--- config.mk ---
export PLATFORM = sky130hd
export DESIGN_NAME = counter_ctrl_flat
export DESIGN_NICKNAME = d
export VERILOG_FILES = /design/src/rtl/counter_pkg.sv /design/src/rtl/counter_ctrl_if.sv /design/src/rtl/counter_core.sv /design/src/rtl/counter_ctrl.sv /design/src/flat_wrapper.sv
export SDC_FILE = /design/constraint.sdc
export NUM_CORES = 1
export LEC_CHECK = 0
export ABC_AREA = 1
export BUFFER_PORTS_ARGS = -buffer_cell sky130_fd_sc_hd__buf_2
export CORE_MARGIN = 2
export CORE_UTILIZATION = 51
export DETAILED_ROUTE_END_ITERATION = 7
export PLACE_DENSITY = 0.85
export SLEW_MARGIN = 20
export SYNTH_ARGS = -nofsm -noshare
export SYNTH_HDL_FRONTEND = slang
export SYNTH_SLANG_ARGS = --single-unit
export TNS_END_PERCENT = 10
--- constraint.sdc ---
create_clock -name clk -period 2.45 [get_ports clk]
set_input_delay 0.245 -clock clk [delete_from_list [all_inputs] [get_ports clk]]
set_output_delay 0.245 -clock clk [all_outputs]
set_load 0.03 [all_outputs]
--- src/rtl/counter_pkg.sv ---
// Shared definitions for the command-driven counter sequencer:
// opcodes, FSM state encoding and default datapath width.
package counter_pkg;

  localparam int DEFAULT_WIDTH = 8;

  localparam logic [1:0] OP_LOAD     = 2'b00;
  localparam logic [1:0] OP_RUN_UP   = 2'b01;
  localparam logic [1:0] OP_RUN_DOWN = 2'b10;
  localparam logic [1:0] OP_STOP     = 2'b11;

  typedef enum logic [1:0] {
    ST_IDLE     = 2'b00,
    ST_RUN_UP   = 2'b01,
    ST_RUN_DOWN = 2'b10,
    ST_DONE     = 2'b11
  } state_t;

endpackage

--- src/rtl/counter_ctrl_if.sv ---
// Command handshake and status bus between a host and counter_ctrl.
// The host drives the command fields; the controller drives everything else.
interface counter_ctrl_if #(
  parameter int WIDTH = 8
);
  logic             cmd_valid;
  logic             cmd_ready;
  logic [1:0]       cmd_op;
  logic [WIDTH-1:0] cmd_arg;
  logic [WIDTH-1:0] out_data;
  logic             busy;
  logic             done;
  logic             wrap;
  logic             cmd_err;

  modport master (
    output cmd_valid, cmd_op, cmd_arg,
    input  cmd_ready, out_data, busy, done, wrap, cmd_err
  );

  modport slave (
    input  cmd_valid, cmd_op, cmd_arg,
    output cmd_ready, out_data, busy, done, wrap, cmd_err
  );
endinterface

--- src/rtl/counter_core.sv ---
// WIDTH-bit counter register with load/inc/dec enables and a registered
// wrap flag that is high for exactly the cycle following a wrapping step.
module counter_core #(
  parameter int WIDTH = 8
) (
  input  logic             clk,
  input  logic             reset,
  input  logic             load,
  input  logic             inc,
  input  logic             dec,
  input  logic [WIDTH-1:0] load_value,
  output logic [WIDTH-1:0] value,
  output logic             wrap
);

  logic [WIDTH-1:0] value_reg;
  logic             wrap_reg;

  always_ff @(posedge clk) begin
    if (reset) begin
      value_reg <= '0;
      wrap_reg  <= 1'b0;
    end else begin
      wrap_reg <= 1'b0;
      // load has priority; inc and dec are mutually exclusive by construction
      if (load) begin
        value_reg <= load_value;
      end else if (inc) begin
        value_reg <= value_reg + WIDTH'(1);
        wrap_reg  <= (value_reg == {WIDTH{1'b1}});
      end else if (dec) begin
        value_reg <= value_reg - WIDTH'(1);
        wrap_reg  <= (value_reg == '0);
      end
    end
  end

  assign value = value_reg;
  assign wrap  = wrap_reg;

endmodule

--- src/rtl/counter_ctrl.sv ---
// Sequencer FSM: accepts LOAD/RUN/STOP commands and steps counter_core
// for a commanded number of cycles, emitting done/wrap/cmd_err pulses.
module counter_ctrl
  import counter_pkg::*;
#(
  parameter int WIDTH = DEFAULT_WIDTH
) (
  input  logic           clk,
  input  logic           reset,
  counter_ctrl_if.slave  bus
);

  state_t           state_reg, state_next;
  logic [WIDTH-1:0] remaining_reg, remaining_next;
  logic             busy_reg, done_reg, cmd_err_reg, cmd_err_next;
  logic             core_load, core_inc, core_dec;
  logic [WIDTH-1:0] core_value;
  logic             core_wrap;
  logic             accept, stop_req, last_step;

  assign bus.cmd_ready = (state_reg != ST_DONE);
  assign accept        = bus.cmd_valid && bus.cmd_ready;
  assign stop_req      = accept && (bus.cmd_op == OP_STOP);
  assign last_step     = (remaining_reg == WIDTH'(1));

  always_ff @(posedge clk) begin
    if (reset) begin
      state_reg     <= ST_IDLE;
      remaining_reg <= '0;
      busy_reg      <= 1'b0;
      done_reg      <= 1'b0;
      cmd_err_reg   <= 1'b0;
    end else begin
      state_reg     <= state_next;
      remaining_reg <= remaining_next;
      busy_reg      <= (state_next == ST_RUN_UP) || (state_next == ST_RUN_DOWN);
      done_reg      <= (state_next == ST_DONE);
      cmd_err_reg   <= cmd_err_next;
    end
  end

  always_comb begin
    state_next     = state_reg;
    remaining_next = remaining_reg;
    core_load      = 1'b0;
    core_inc       = 1'b0;
    core_dec       = 1'b0;
    cmd_err_next   = 1'b0;

    unique case (state_reg)
      ST_IDLE: begin
        if (accept) begin
          unique case (bus.cmd_op)
            OP_LOAD: core_load = 1'b1;
            OP_RUN_UP, OP_RUN_DOWN: begin
              if (bus.cmd_arg == '0) begin
                state_next = ST_DONE;
              end else begin
                remaining_next = bus.cmd_arg;
                state_next     = (bus.cmd_op == OP_RUN_UP) ? ST_RUN_UP : ST_RUN_DOWN;
              end
            end
            default: cmd_err_next = 1'b1;
          endcase
        end
      end

      ST_RUN_UP, ST_RUN_DOWN: begin
        // A STOP on the final step still takes that step; only one done results
        if (stop_req && !last_step) begin
          state_next = ST_DONE;
        end else begin
          core_inc       = (state_reg == ST_RUN_UP);
          core_dec       = (state_reg == ST_RUN_DOWN);
          remaining_next = remaining_reg - WIDTH'(1);
          if (last_step) state_next = ST_DONE;
        end
        if (accept && !stop_req) cmd_err_next = 1'b1;
      end

      default: begin
        state_next     = ST_IDLE;
        remaining_next = '0;
      end
    endcase
  end

  counter_core #(.WIDTH(WIDTH)) u_core (
    .clk        (clk),
    .reset      (reset),
    .load       (core_load),
    .inc        (core_inc),
    .dec        (core_dec),
    .load_value (bus.cmd_arg),
    .value      (core_value),
    .wrap       (core_wrap)
  );

  assign bus.out_data = core_value;
  assign bus.wrap     = core_wrap;
  assign bus.busy     = busy_reg;
  assign bus.done     = done_reg;
  assign bus.cmd_err  = cmd_err_reg;

endmodule

--- src/flat_wrapper.sv ---
// flat-port wrapper written by rule: the top's interface ports become plain ports
module counter_ctrl_flat import counter_pkg::*;
#(
  parameter int WIDTH = DEFAULT_WIDTH
)
  (clk, reset, bus_cmd_valid, bus_cmd_op, bus_cmd_arg, bus_cmd_ready, bus_out_data, bus_busy, bus_done, bus_wrap, bus_cmd_err);
  counter_ctrl_if #(.WIDTH(WIDTH)) bus_i ();
  input  logic clk;
  input  logic reset;
  input wire logic [$bits(bus_i.cmd_valid)-1:0] bus_cmd_valid;
  input wire logic [$bits(bus_i.cmd_op)-1:0] bus_cmd_op;
  input wire logic [$bits(bus_i.cmd_arg)-1:0] bus_cmd_arg;
  output wire logic [$bits(bus_i.cmd_ready)-1:0] bus_cmd_ready;
  output wire logic [$bits(bus_i.out_data)-1:0] bus_out_data;
  output wire logic [$bits(bus_i.busy)-1:0] bus_busy;
  output wire logic [$bits(bus_i.done)-1:0] bus_done;
  output wire logic [$bits(bus_i.wrap)-1:0] bus_wrap;
  output wire logic [$bits(bus_i.cmd_err)-1:0] bus_cmd_err;
  assign bus_i.cmd_valid = bus_cmd_valid;
  assign bus_i.cmd_op = bus_cmd_op;
  assign bus_i.cmd_arg = bus_cmd_arg;
  assign bus_cmd_ready = bus_i.cmd_ready;
  assign bus_out_data = bus_i.out_data;
  assign bus_busy = bus_i.busy;
  assign bus_done = bus_i.done;
  assign bus_wrap = bus_i.wrap;
  assign bus_cmd_err = bus_i.cmd_err;
  counter_ctrl #(.WIDTH(WIDTH)) u_core (.clk(clk), .reset(reset), .bus(bus_i));
endmodule
; Word-level counts from Yosys, hierarchy flattened
; Index checks and enable logic that the tools add are counted.
[totals]
ff_bits = 22
inputBits = 13
output_inout_bits = 13
word_cells = 70
[classes]
n_addsub = 3
n_eq_ne = 15
n_mux = 28
reduce_logical = 17
[op_table]
columns = operator, count
row1 = 2-to-1 mux 8 bit, 7
row2 = zero test 8 bit, 2
row3 = case mux 8 bit (2 select lines), 1
row4 = "subtractor 8 x 1 -> 8 bit, second input constant", 2
row5 = 2-to-1 mux 1 bit, 12
row6 = 2-to-1 mux 2 bit, 6
row7 = "== test 2 bit, second input constant", 5
row8 = "adder 8 x 1 -> 8 bit, second input constant", 1
row9 = "== test 8 x 1 -> 1 bit, second input constant", 1
row10 = "== test 8 bit, second input constant", 1
row11 = "inequality test 2 bit, second input constant", 4
row12 = "== test 2 x 1 -> 1 bit, second input constant", 3
row13 = OR reduction 2 bit, 3
row14 = logical AND 1 bit, 4
row15 = zero test 2 bit, 2
row16 = case mux 2 bit (2 select lines), 1
row17 = AND reduction 4 bit, 1
row18 = nonzero test 3 bit, 1
row19 = OR reduction 3 bit, 1
row20 = zero test 1 bit, 2
row21 = "inequality test 2 x 1 -> 1 bit, second input constant", 1
row22 = case mux 1 bit (2 select lines), 1
row23 = logical OR 1 bit, 1

; Logic depth before layout (Yosys ltp)
; Gate-level depths: netlist of run 1.
[depth]
ltp_word = 9
ltp_mapped = 17
ltp_nobuf = 17

; Hierarchy
; A second synthesis of run 1 with hierarchy kept.
[hier_totals]
cells_unflattened = 271
area_unflattened_um2 = 1745.4
[modules_own_cells]
columns = mod, n_inst, cells_each, area_each_um2
row1 = counter_ctrl, 1, 153, 980.9
row2 = counter_core, 1, 118, 764.5

; Worst setup path before layout of run 1
; No wires, ideal clock.
[synth_path]
kind = register to register
start = register u_core.state_reg[0]
end = register u_core.u_core.value_reg[6] (netlist: u_core.u_core.value[6])
setup_time_ns = 0.134
arrival_ns = 2.252
required_ns = 2.316
setup_slack_ns = 0.065
path_stages_with_launch = 14
synth_period_minus_slack_ns = 2.385
path_cell_list = dfxtp_1 ha_1 inv_2 nand2_4 nor2_4 o21ai_4 nand2_2 ha_1 a21oi_1 or2_2 nand4_1 nand3_1 o211ai_1 a21oi_1
[synth_between]
elab_chain_len = 8
elab_cells_between_ends = 17
[synth_lines]
columns = element, line_no
row1 = from (decl), counter_ctrl.sv:13  ; state_t state_reg, state_next;
row2 = from (signal assigned), counter_ctrl.sv:34  ; state_reg <= state_next;
row3 = inequality test 2 bit *, counter_ctrl.sv:21  ; assign bus.cmd_ready = (state_reg != ST_DONE);
row4 = named net bus_cmd_ready, flat_wrapper.sv:13  ; output wire logic [$bits(bus_i.cmd_ready)-1:0] bus_cmd_ready;
row5 = logical AND 1 bit *, counter_ctrl.sv:22  ; assign accept = bus.cmd_valid && bus.cmd_ready;
row6 = logical AND 1 bit, counter_ctrl.sv:23  ; assign stop_req = accept && (bus.cmd_op == OP_STOP);
row7 = logical AND 1 bit, counter_ctrl.sv:70  ; if (stop_req && !last_step) begin
row8 = 2-to-1 mux 1 bit, counter_ctrl.sv:70
row9 = 2-to-1 mux 1 bit, counter_ctrl.sv:50  ; unique case (state_reg)
row10 = 2-to-1 mux 8 bit, counter_core.sv:28  ; end else if (inc) begin
row11 = 2-to-1 mux 8 bit, counter_core.sv:26  ; if (load) begin
row12 = to (signal assigned), counter_core.sv:27  ; value_reg <= load_value;
row13 = to (signal assigned), counter_core.sv:29  ; value_reg <= value_reg + WIDTH'(1);
row14 = to (signal assigned), counter_core.sv:32  ; value_reg <= value_reg - WIDTH'(1);
row15 = to (decl), counter_core.sv:16  ; logic [WIDTH-1:0] value_reg;
; The timed path passes the listed nets; every way through them passes the cells marked *.
; A chain may end at the register's enable or synchronous reset.

; Final worst setup path of run 1
[layout_path]
start = register u_core.state_reg[1]
end = register u_core.u_core.value_reg[6] (netlist: u_core.u_core.value[6])
[layout_between]
elab_chain_len = 8
elab_cells_between_ends = 17
[layout_lines]
columns = element, line_no
row1 = inequality test 2 bit, counter_ctrl.sv:21
row2 = logical AND 1 bit, counter_ctrl.sv:22
row3 = logical AND 1 bit, counter_ctrl.sv:23
row4 = logical AND 1 bit, counter_ctrl.sv:70
row5 = 2-to-1 mux 1 bit, counter_ctrl.sv:70
row6 = 2-to-1 mux 1 bit, counter_ctrl.sv:50
row7 = 2-to-1 mux 8 bit, counter_core.sv:28
row8 = 2-to-1 mux 8 bit, counter_core.sv:26
; Several ways; a longest one is shown, not always the timed one.

==> summary.md, run 1 <==
| Metric | Value |
|---|---|
| NumNets Final | 312 |
| Gr ovfl total | 0 |
| Crit path top cell by count | nand2_1 |
| Worst Path Arrival | 2.58 ns |
| Cell Rows | 21 |
| Vias in the first global route | 1575 |
| Core Area | 3310 sq um |
| Critical path type | reg -> reg |
| Count leader, synth | nand2_1 |
| Slowest CP cell | dfxtp_1 |
| PD cells | 1360 nW/um^2 |
| Top fanout value on the critical path | 5 |
| EDFF count, synth | 0 |
| Cells after synthesis | 248 |
| First-pass GRT wire length | 7000 microns |
| WHS Path Cells | 3 |
| Slack of the critical path | 0.136 ns |
| Worst-Margin Slew | 0.349 ns |
| Final period util | 0.945 |
| Syn_area_per_cell | 7.01 sq um |
| Dpl ws | 0.0269 ns |
| Design area | 2000 sq um |
| Dominant cells by area after synthesis | dfxtp_1 (25%), ha_1 (12%), nand2_1 (10%) |
| F_max | 432 MHz |
| Final setup fails | 0 |
| Cell Int Power | 1270 uW |
| Vias per cell | 5.42 |
| Crit. End Element | register |
| Crit path depth | 14 |
| CP cell instances | inv_1, ha_1, nand2_1, inv_2, nand2_4, buf_4, ha_1, nand2_1, or2_2, nand3_1, nand2_1, nand3_1, o211ai_1, a21oi_1 |
| Non-Filler Instances | 325 |
| Synth-to-Final Area Change | 14.8% |
| Routability cong. | 0.948 |
| Status | finished, final reports clean |
| Reg clk slew, reported paths | 0.12 ns |
| Post-synth top area cell | dfxtp_1 |
| Half-perimeter wire length after placement | 3140 microns |
| WHS | 0.207 ns |
| Final hold viol count | 0 |
| CTS tree | yes |
| Lkg Pwr | 0.000942 uW |
| Syn Nets | 279 |
| Top delay family on crit path | simple AND/OR/NAND/NOR gates |
| R2R depth | 14 |
| Clk pwr share | 0.061 |
| Placed cells | 318 |
| Final min period | 2.31 ns |
| Num CTS Buffers | 3 |
| Sw Share | 0.531 |
| Hold crit path type | in -> reg |
| Fin. max-slew vios | 0 |
| Die Footprint | 3890 sq um |
| Startpoint Class | register |
| Max-cap viol count | 0 |
| FF+latch count, synth | 22 |
| Antenna cells | 0 |
| H-tree depth | 1 |
| Max-slew headroom | 0.761 |
| Worst Skew | 0.0110 ns |
| DR vias | 1762 |
| DR iter-0 viols | 123 |
| # DRC | 0 |
| Chip Height | 62.4 microns |
| Synth top area share | 0.253 |
| IO Pins | 26 |
| Routed Antenna Nets | 0 |
| Clk sinks | 22 |
| Hold_buf cts | 0 |
| Fillers | 323 |
| Initial antenna violation count | 0 |
| P_sw | 1440 uW |
| Root Driver | clkbuf_4 |
| Yosys warns | 0 |
| Most used flip-flop cell after synthesis | dfxtp_1 |
| First-pass DRT Iterations | 4 |
| Sequential area share after synthesis | 0.253 |
| Commonest cells in the netlist | nand2_1 (47), inv_1 (38), dfxtp_1 (22), a21oi_1 (20), ha_1 (17) |
| PortBufs | 25 |
| Critical path buffers and inverters | 3 |
| Placed instance area | 1920 sq um |
| Starting density of the core | 0.525 |
| Reg power frac | 0.243 |
| Synthesized area | 1740 sq um |
| Insertion delay to the later sink of the worst-skew pair | 0.32 ns |
| Routed WL | 4170 microns |
| Peak supply drop | 0.000689 V |
| Die Span X | 62.4 microns |
| Total GRT Usage | 0.217 |
| Netlist cell types | 36 |
| Ys async rst share | 0 |
| Share of power burned in combinational logic | 0.696 |
| DR WL/cell | 12.8 microns |
| Largest net degree at the start of global routing | 17 |
| Crit path largest cell delay | 0.39 ns |
| Worst EP required | 2.71 ns |
| Max clock buf depth | 2 |
| Share of layout cells above drive strength 1 | 0.222 |
placed cells by master (no fill, tap or decap), types with 5 or more instances in the layout:
cell type and n:
ha_1 14, buf_2 25, nand3_1 16, buf_4 5
inv_1 36, dfxtp_1 20, nor2_1 14, nand2_1 46
o21ai_0 15, a21oi_1 19, o21ai_1 5, nand4_1 8
routing by layer:
metal	wire length, microns	global-route usage	vias up	part of all wire
li1	-	-	898	-
met1	1940	0.277	821	0.46
met2	2040	0.379	35	0.49
met3	121	0.0324	8	0.029
met4	69	0.0694	0	0.017
met5	0	0	-	0
worst reg2reg max path, stage by stage (launching register included):
cell and delay, ns:
dfxtp_1 0.39, inv_1 0.09, ha_1 0.32, nand2_1 0.07, inv_2 0.12, nand2_4 0.09, buf_4 0.15, ha_1 0.28
nand2_1 0.06, or2_2 0.31, nand3_1 0.08, nand2_1 0.05, nand3_1 0.06, o211ai_1 0.09, a21oi_1 0.12
power by group through the flow:
stage / registers (uW) / logic, uW / clock network (uW)
after floorplan: 767 / 1320 / 0
final: 659 / 1890 / 167
after detailed placement: 660 / 1810 / 0
after global placement: 658 / 1780 / 0
after global routing: 682 / 2150 / 186
after CTS: 650 / 1820 / 173
what timing repair did:
action	4_1_cts	5_1_grt
setup endpoints to repair	0	5
buffers inserted	0	3
gates resized for setup	0	10
per-stage QoR:
step	utilization	power (uW)	setup TNS [ns]
6_report	0.603	2720	0
4_1_cts	0.588	2650	0
5_1_grt	0.603	3020	-0.0323
2_1_floorplan	-	2080	0
3_3_place_gp	0.581	2430	0
3_5_place_dp	0.581	2470	0
final timing paths:
check	startpoint	slack (ns)	to
max	u_core.state_reg[1]$_SDFF_PP0_	0.14	u_core.u_core.value[6]$_SDFFE_PP0P_
min	bus_cmd_arg[4]	0.21	u_core.u_core.value[4]$_SDFFE_PP0P_
max reg2reg	u_core.state_reg[1]$_SDFF_PP0_	0.14	u_core.u_core.value[6]$_SDFFE_PP0P_
min reg2reg	u_core.remaining_reg[1]$_SDFFE_PP0P_	0.48	u_core.remaining_reg[1]$_SDFFE_PP0P_
cell type report:
cell class,count,area (sq um),area share
multi-input combinational,182,1150,0.576
timing repair buffer,30,163,0.0815
tap,46,57.6,0.0288
inverter,42,160,0.0802
clock buffer,3,22.5,0.0113
sequential,22,443,0.222
cell families (layout without fill, tap and decap cells):
logic type	count (synthesis)	count (layout)	synth area share
compound gates	60	60	0.212
simple gates	100	101	0.287
buf+inv	45	75	0.0993
xor+xnor	3	3	0.0151
fa+ha+maj	18	18	0.134
flops	22	22	0.253
Power figures use the tool's default switching activity.
==> run 2, diff against run 1 <==
- BUFFER_PORTS_ARGS: -buffer_cell sky130_fd_sc_hd__buf_2 -> -buffer_cell sky130_fd_sc_hd__buf_4
- CTS_CLUSTER_DIAMETER: not set -> 200
- clock period: 2.45 -> 1.9 ns (I/O delays scaled with it)
==> run 2 against run 1 <==
Net effect:
- the flow now finishes with violations (negative setup slack)
- die area unchanged
- critical path depth increased by 3
- final area increased by 24%
- routed wire length increased by 14%
- count of clock-buffer cells in the layout increased by 1
- maximum frequency increased by 11%
- final cell count increased by 8.0%
- largest cell class unchanged
==> summary.md, run 2 (synthesis gave the netlist of run 1 again) <==
| Metric | Value |
|---|---|
| Status | finished, violations left |
| Failing checks | negative setup slack |
| Final min period | 2.08 ns |
| Slack of the critical path | -0.176 ns |
| Setup TNS Final | -0.801 ns |
| Die Footprint | 3890 sq um |
| WHS Path Cells | 2 |
| Worst EP required | 2.11 ns |
| R2R depth | 17 |
| Peak supply drop | 0.000892 V |
| Critical path type | reg -> reg |
| Routability cong. | 0.953 |
| First-pass GRT wire length | 7820 microns |
| Chip Height | 62.4 microns |
| Worst Skew | 0.0116 ns |
| Total GRT Usage | 0.239 |
| Crit. End Element | register |
| Fin. max-slew vios | 0 |
| Commonest non-fill, non-tap cell in the layout | buf_4 |
| Core Area | 3310 sq um |
| Routed WL | 4780 microns |
| Insertion delay to the later sink of the worst-skew pair | 0.31 ns |
| DR WL/cell | 13.6 microns |
| Metal2 WL | 2500 microns |
| Commonest non-fill, non-tap cells in the layout | buf_4 (54), nand2_1 (38), inv_1 (34) |
| Cell Rows | 21 |
| Max layer used | met4 |
| NumNets Final | 337 |
| DR iter-0 viols | 118 |
| Max-cap viol count | 0 |
| PD cells | 1810 nW/um^2 |
| Vias per cell | 5.28 |
| Met3 routed WL | 161 microns |
| Startpoint Class | register |
| Synth-to-Final Area Change | 42.0% |
| Clk sinks | 22 |
| Dpl ws | -0.196 ns |
| # DRC | 0 |
| Final period util | 1.09 |
| IO Pins | 26 |
| Half-perimeter wire length after placement | 3520 microns |
| Num CTS Buffers | 3 |
| Initial antenna violation count | 0 |
| Worst-Margin Slew | 0.347 ns |
| Share of layout cells above drive strength 1 | 0.384 |
| Root Driver | clkbuf_4 |
| Final core occ | 0.746 |
| Hold_buf cts | 0 |
| First-pass DRT Iterations | 4 |
| RSZ-0062 raised after global routing | true |
| WHS | 0.155 ns |
| Antenna cells | 0 |
| Worst Path Arrival | 2.28 ns |
| Met1 Wirelength | 2040 microns |
| Final setup fails | 6 |
| Routed Antenna Nets | 0 |
| DR vias | 1854 |
| Starting density of the core | 0.525 |
| F_max | 482 MHz |
| CTS tree | yes |
| Largest net degree at the start of global routing | 17 |
| Fillers | 261 |
| Lkg Pwr | 0.00112 uW |
| Max-slew headroom | 0.762 |
| Gr ovfl total | 0 |
| Vias in the first global route | 1850 |
| PortBufs | 25 |
| Max clock buf depth | 2 |
| H-tree depth | 1 |
| Die Span X | 62.4 microns |
| Hold crit path type | in -> reg |
| Top fanout value on the critical path | 5 |
| Final hold viol count | 0 |
| Reg clk slew, reported paths | 0.13 ns |
-- run 2: routing by layer --
layer  vias up  GRT usage
li1        949          -
met1       853      0.283
met2        41      0.457
met3        11     0.0324
met4         0     0.0556
met5         -          0
-- run 2: worst max-delay path: stages, from the launching register on --
cell and delay, ns:
dfxtp_4 0.39, ha_4 0.18, inv_8 0.05, nand2_4 0.06, nor2_4 0.11, o21ai_4 0.11
nand2_8 0.12, ha_4 0.22, nand2_2 0.07, nand2_2 0.07, nand3_2 0.07, nand2_2 0.06
a21oi_2 0.13, inv_1 0.05, nand2_1 0.05, nand3_1 0.09, nand2_1 0.09, a21oi_2 0.05
-- run 2: cell type report --
type	instances	area [sq um]	share of cell area
clock buffer	4	36.3	0.0147
inverter	42	173	0.0699
multi-input combinational	182	1330	0.540
sequential	22	453	0.183
tap	46	57.6	0.0233
timing repair buffer	55	417	0.169
-- run 2: final timing paths --
kind / slack [ns] / end / from
max: -0.18 / u_core.u_core.value[7]$_SDFFE_PP0P_ / u_core.state_reg[1]$_SDFF_PP0_
max reg2reg: -0.18 / u_core.u_core.value[7]$_SDFFE_PP0P_ / u_core.state_reg[1]$_SDFF_PP0_
min reg2reg: 0.48 / u_core.remaining_reg[1]$_SDFFE_PP0P_ / u_core.remaining_reg[1]$_SDFFE_PP0P_
min: 0.15 / u_core.remaining_reg[0]$_SDFFE_PP0P_ / reset
-- run 2: power breakdown --
group / total (uW) / switching, uW / internal [uW]
clock: 265 / 148 / 117
combinational: 3310 / 1810 / 1500
sequential: 890 / 238 / 653
-- run 2: repair_timing --
item                       CTS  global route
setup endpoints to repair    6             7
resized for setup           21             9
pin swaps                   15            15
cloned                       1             0
buffers inserted             4             3
-- run 2: metrics by stage --
step	instances	power [uW]	cell area, sq um
3_3_place_gp	339	3640	2270
3_5_place_dp	339	3730	2270
2_1_floorplan	248	2890	1860
5_1_grt	351	4840	2470
4_1_cts	348	4240	2410
6_report	351	4470	2470
==> run 3, diff against run 2 <==
- SKIP_CTS_REPAIR_TIMING: not set -> 1
==> run 3 against run 2 <==
Net effect:
- the flow still finishes with violations (negative setup slack)
- count of clock-buffer cells in the layout unchanged
- combinational power down 6.9%
- final cell count down 1.1%
- critical endpoint unchanged
- largest cell class unchanged
==> summary.md, run 3 (synthesis gave the netlist of run 1 again) <==
| Metric | Value |
|---|---|
| Status | finished, violations left |
| Failing checks | negative setup slack |
| Initial antenna violation count | 0 |
| Die Footprint | 3890 sq um |
| Dpl ws | -0.196 ns |
| DR vias | 1812 |
| Reg clk slew, reported paths | 0.13 ns |
| Max-cap viol count | 0 |
| Top fanout value on the critical path | 4 |
| Reg2reg setup slack | -0.26 ns |
| Peak supply drop | 0.000811 V |
| Commonest non-fill, non-tap cells in the layout | buf_4 (50), nand2_1 (43), inv_1 (34) |
| Core Area | 3310 sq um |
| Num CTS Buffers | 3 |
| Worst-Margin Slew | 0.324 ns |
| Share of power burned in combinational logic | 0.730 |
| Worst EP required | 2.11 ns |
| NumNets Final | 333 |
| Antenna cells | 0 |
| Final setup fails | 7 |
| Hold crit path type | in -> reg |
| WHS | 0.153 ns |
| Vias in the first global route | 1828 |
| CTS tree | yes |
| Chip Height | 62.4 microns |
| Clk sinks | 22 |
| Final core occ | 0.724 |
| Cell Int Power | 2130 uW |
| DR WL/cell | 13.3 microns |
| Starting density of the core | 0.525 |
| Slack of the critical path | -0.256 ns |
| Vias per cell | 5.22 |
| Final period util | 1.13 |
| Synth-to-Final Area Change | 37.9% |
| H-tree depth | 1 |
| Commonest non-fill, non-tap cell in the layout | buf_4 |
| PortBufs | 25 |
| Worst Skew | 0.00526 ns |
| DR iter-0 viols | 113 |
| Routability cong. | 0.953 |
| PD cells | 1760 nW/um^2 |
| P_sw | 2090 uW |
| First-pass GRT wire length | 7620 microns |
| Total power | 4220 uW |
| IO Pins | 26 |
| Max clock buf depth | 2 |
| Critical path type | reg -> reg |
| Die Span X | 62.4 microns |
| Worst Path Arrival | 2.37 ns |
| Reg power frac | 0.207 |
| Fin. max-slew vios | 0 |
| First-pass DRT Iterations | 4 |
| Startpoint Class | register |
| RSZ-0062 raised after global routing | true |
| Routed Antenna Nets | 0 |
| Largest net degree at the start of global routing | 17 |
| Root Driver | clkbuf_4 |
| Gr ovfl total | 0 |
| Share of layout cells above drive strength 1 | 0.342 |
| Routed WL | 4620 microns |
| Final hold viol count | 0 |
| Total GRT Usage | 0.235 |
| Sw Share | 0.496 |
| Clk pwr share | 0.063 |
| Final min period | 2.16 ns |
| Half-perimeter wire length after placement | 3520 microns |
| Insertion delay to the later sink of the worst-skew pair | 0.31 ns |
| Lkg Pwr | 0.00109 uW |
| # DRC | 0 |
| Max-slew headroom | 0.779 |
| Crit. End Element | register |
| F_max | 464 MHz |
| Cell Rows | 21 |
-- run 3: cell count changes in the layout (fill, tap and decap cells not counted), sizes merged --
cell,previous run,this run
buf,55,51
-- run 3: cell type report --
type                            instances  area [sq um]
Sequential cell                        22           450
Timing Repair Buffer                   51           387
Inverter                               42           170
Fill cell                             266           912
Tap cell                               46          57.6
Multi-Input combinational cell        182          1300
Clock buffer                            4          36.3
-- run 3: critical path: stages, from the launching register on --
cell and delay (ns):
dfxtp_4 0.40, inv_2 0.06, ha_4 0.26, nand2_1 0.08, inv_4 0.11, nand2_4 0.09, ha_4 0.25, a21oi_1 0.22
nand2_1 0.10, a21oi_2 0.13, inv_1 0.05, nand2_1 0.06, nand3_1 0.08, nand2_1 0.09, a21oi_2 0.05
-- run 3: power groups by stage --
stage,clock (uW),sequential [uW],combinational [uW]
after global placement,0,863,2780
final,266,874,3080
after global routing,295,900,3410
after CTS,272,860,2880
after detailed placement,0,870,2860
after floorplan,0,1030,1860
-- run 3: final timing paths --
kind / startpoint / endpoint / cells past startpoint
setup / recovery: u_core.state_reg[1]$_SDFF_PP0_ / u_core.u_core.value[7]$_SDFFE_PP0P_ / 14
hold / removal: bus_cmd_arg[4] / u_core.u_core.value[4]$_SDFFE_PP0P_ / 3
setup reg to reg: u_core.state_reg[1]$_SDFF_PP0_ / u_core.u_core.value[7]$_SDFFE_PP0P_ / 14
hold reg to reg: u_core.remaining_reg[1]$_SDFFE_PP0P_ / u_core.remaining_reg[1]$_SDFFE_PP0P_ / 2
-- run 3: per-layer routing --
| metal | vias to the layer above | wire length (microns) | track usage |
|---|---|---|---|
| li1 | 941 | - | - |
| met1 | 818 | 2050 | 0.277 |
| met2 | 42 | 2340 | 0.440 |
| met3 | 11 | 148 | 0.0234 |
| met4 | 0 | 90 | 0.0833 |
| met5 | - | 0 | 0 |
-- run 3: per-stage QoR --
stage | cells | instance area [sq um] | setup TNS, ns
floorplan | 248 | 1860 | -0.518
global placement | 339 | 2270 | -0.471
detailed placement | 339 | 2270 | -0.750
CTS | 343 | 2310 | -0.925
global route | 347 | 2400 | -1.84
finish | 347 | 2400 | -1.12
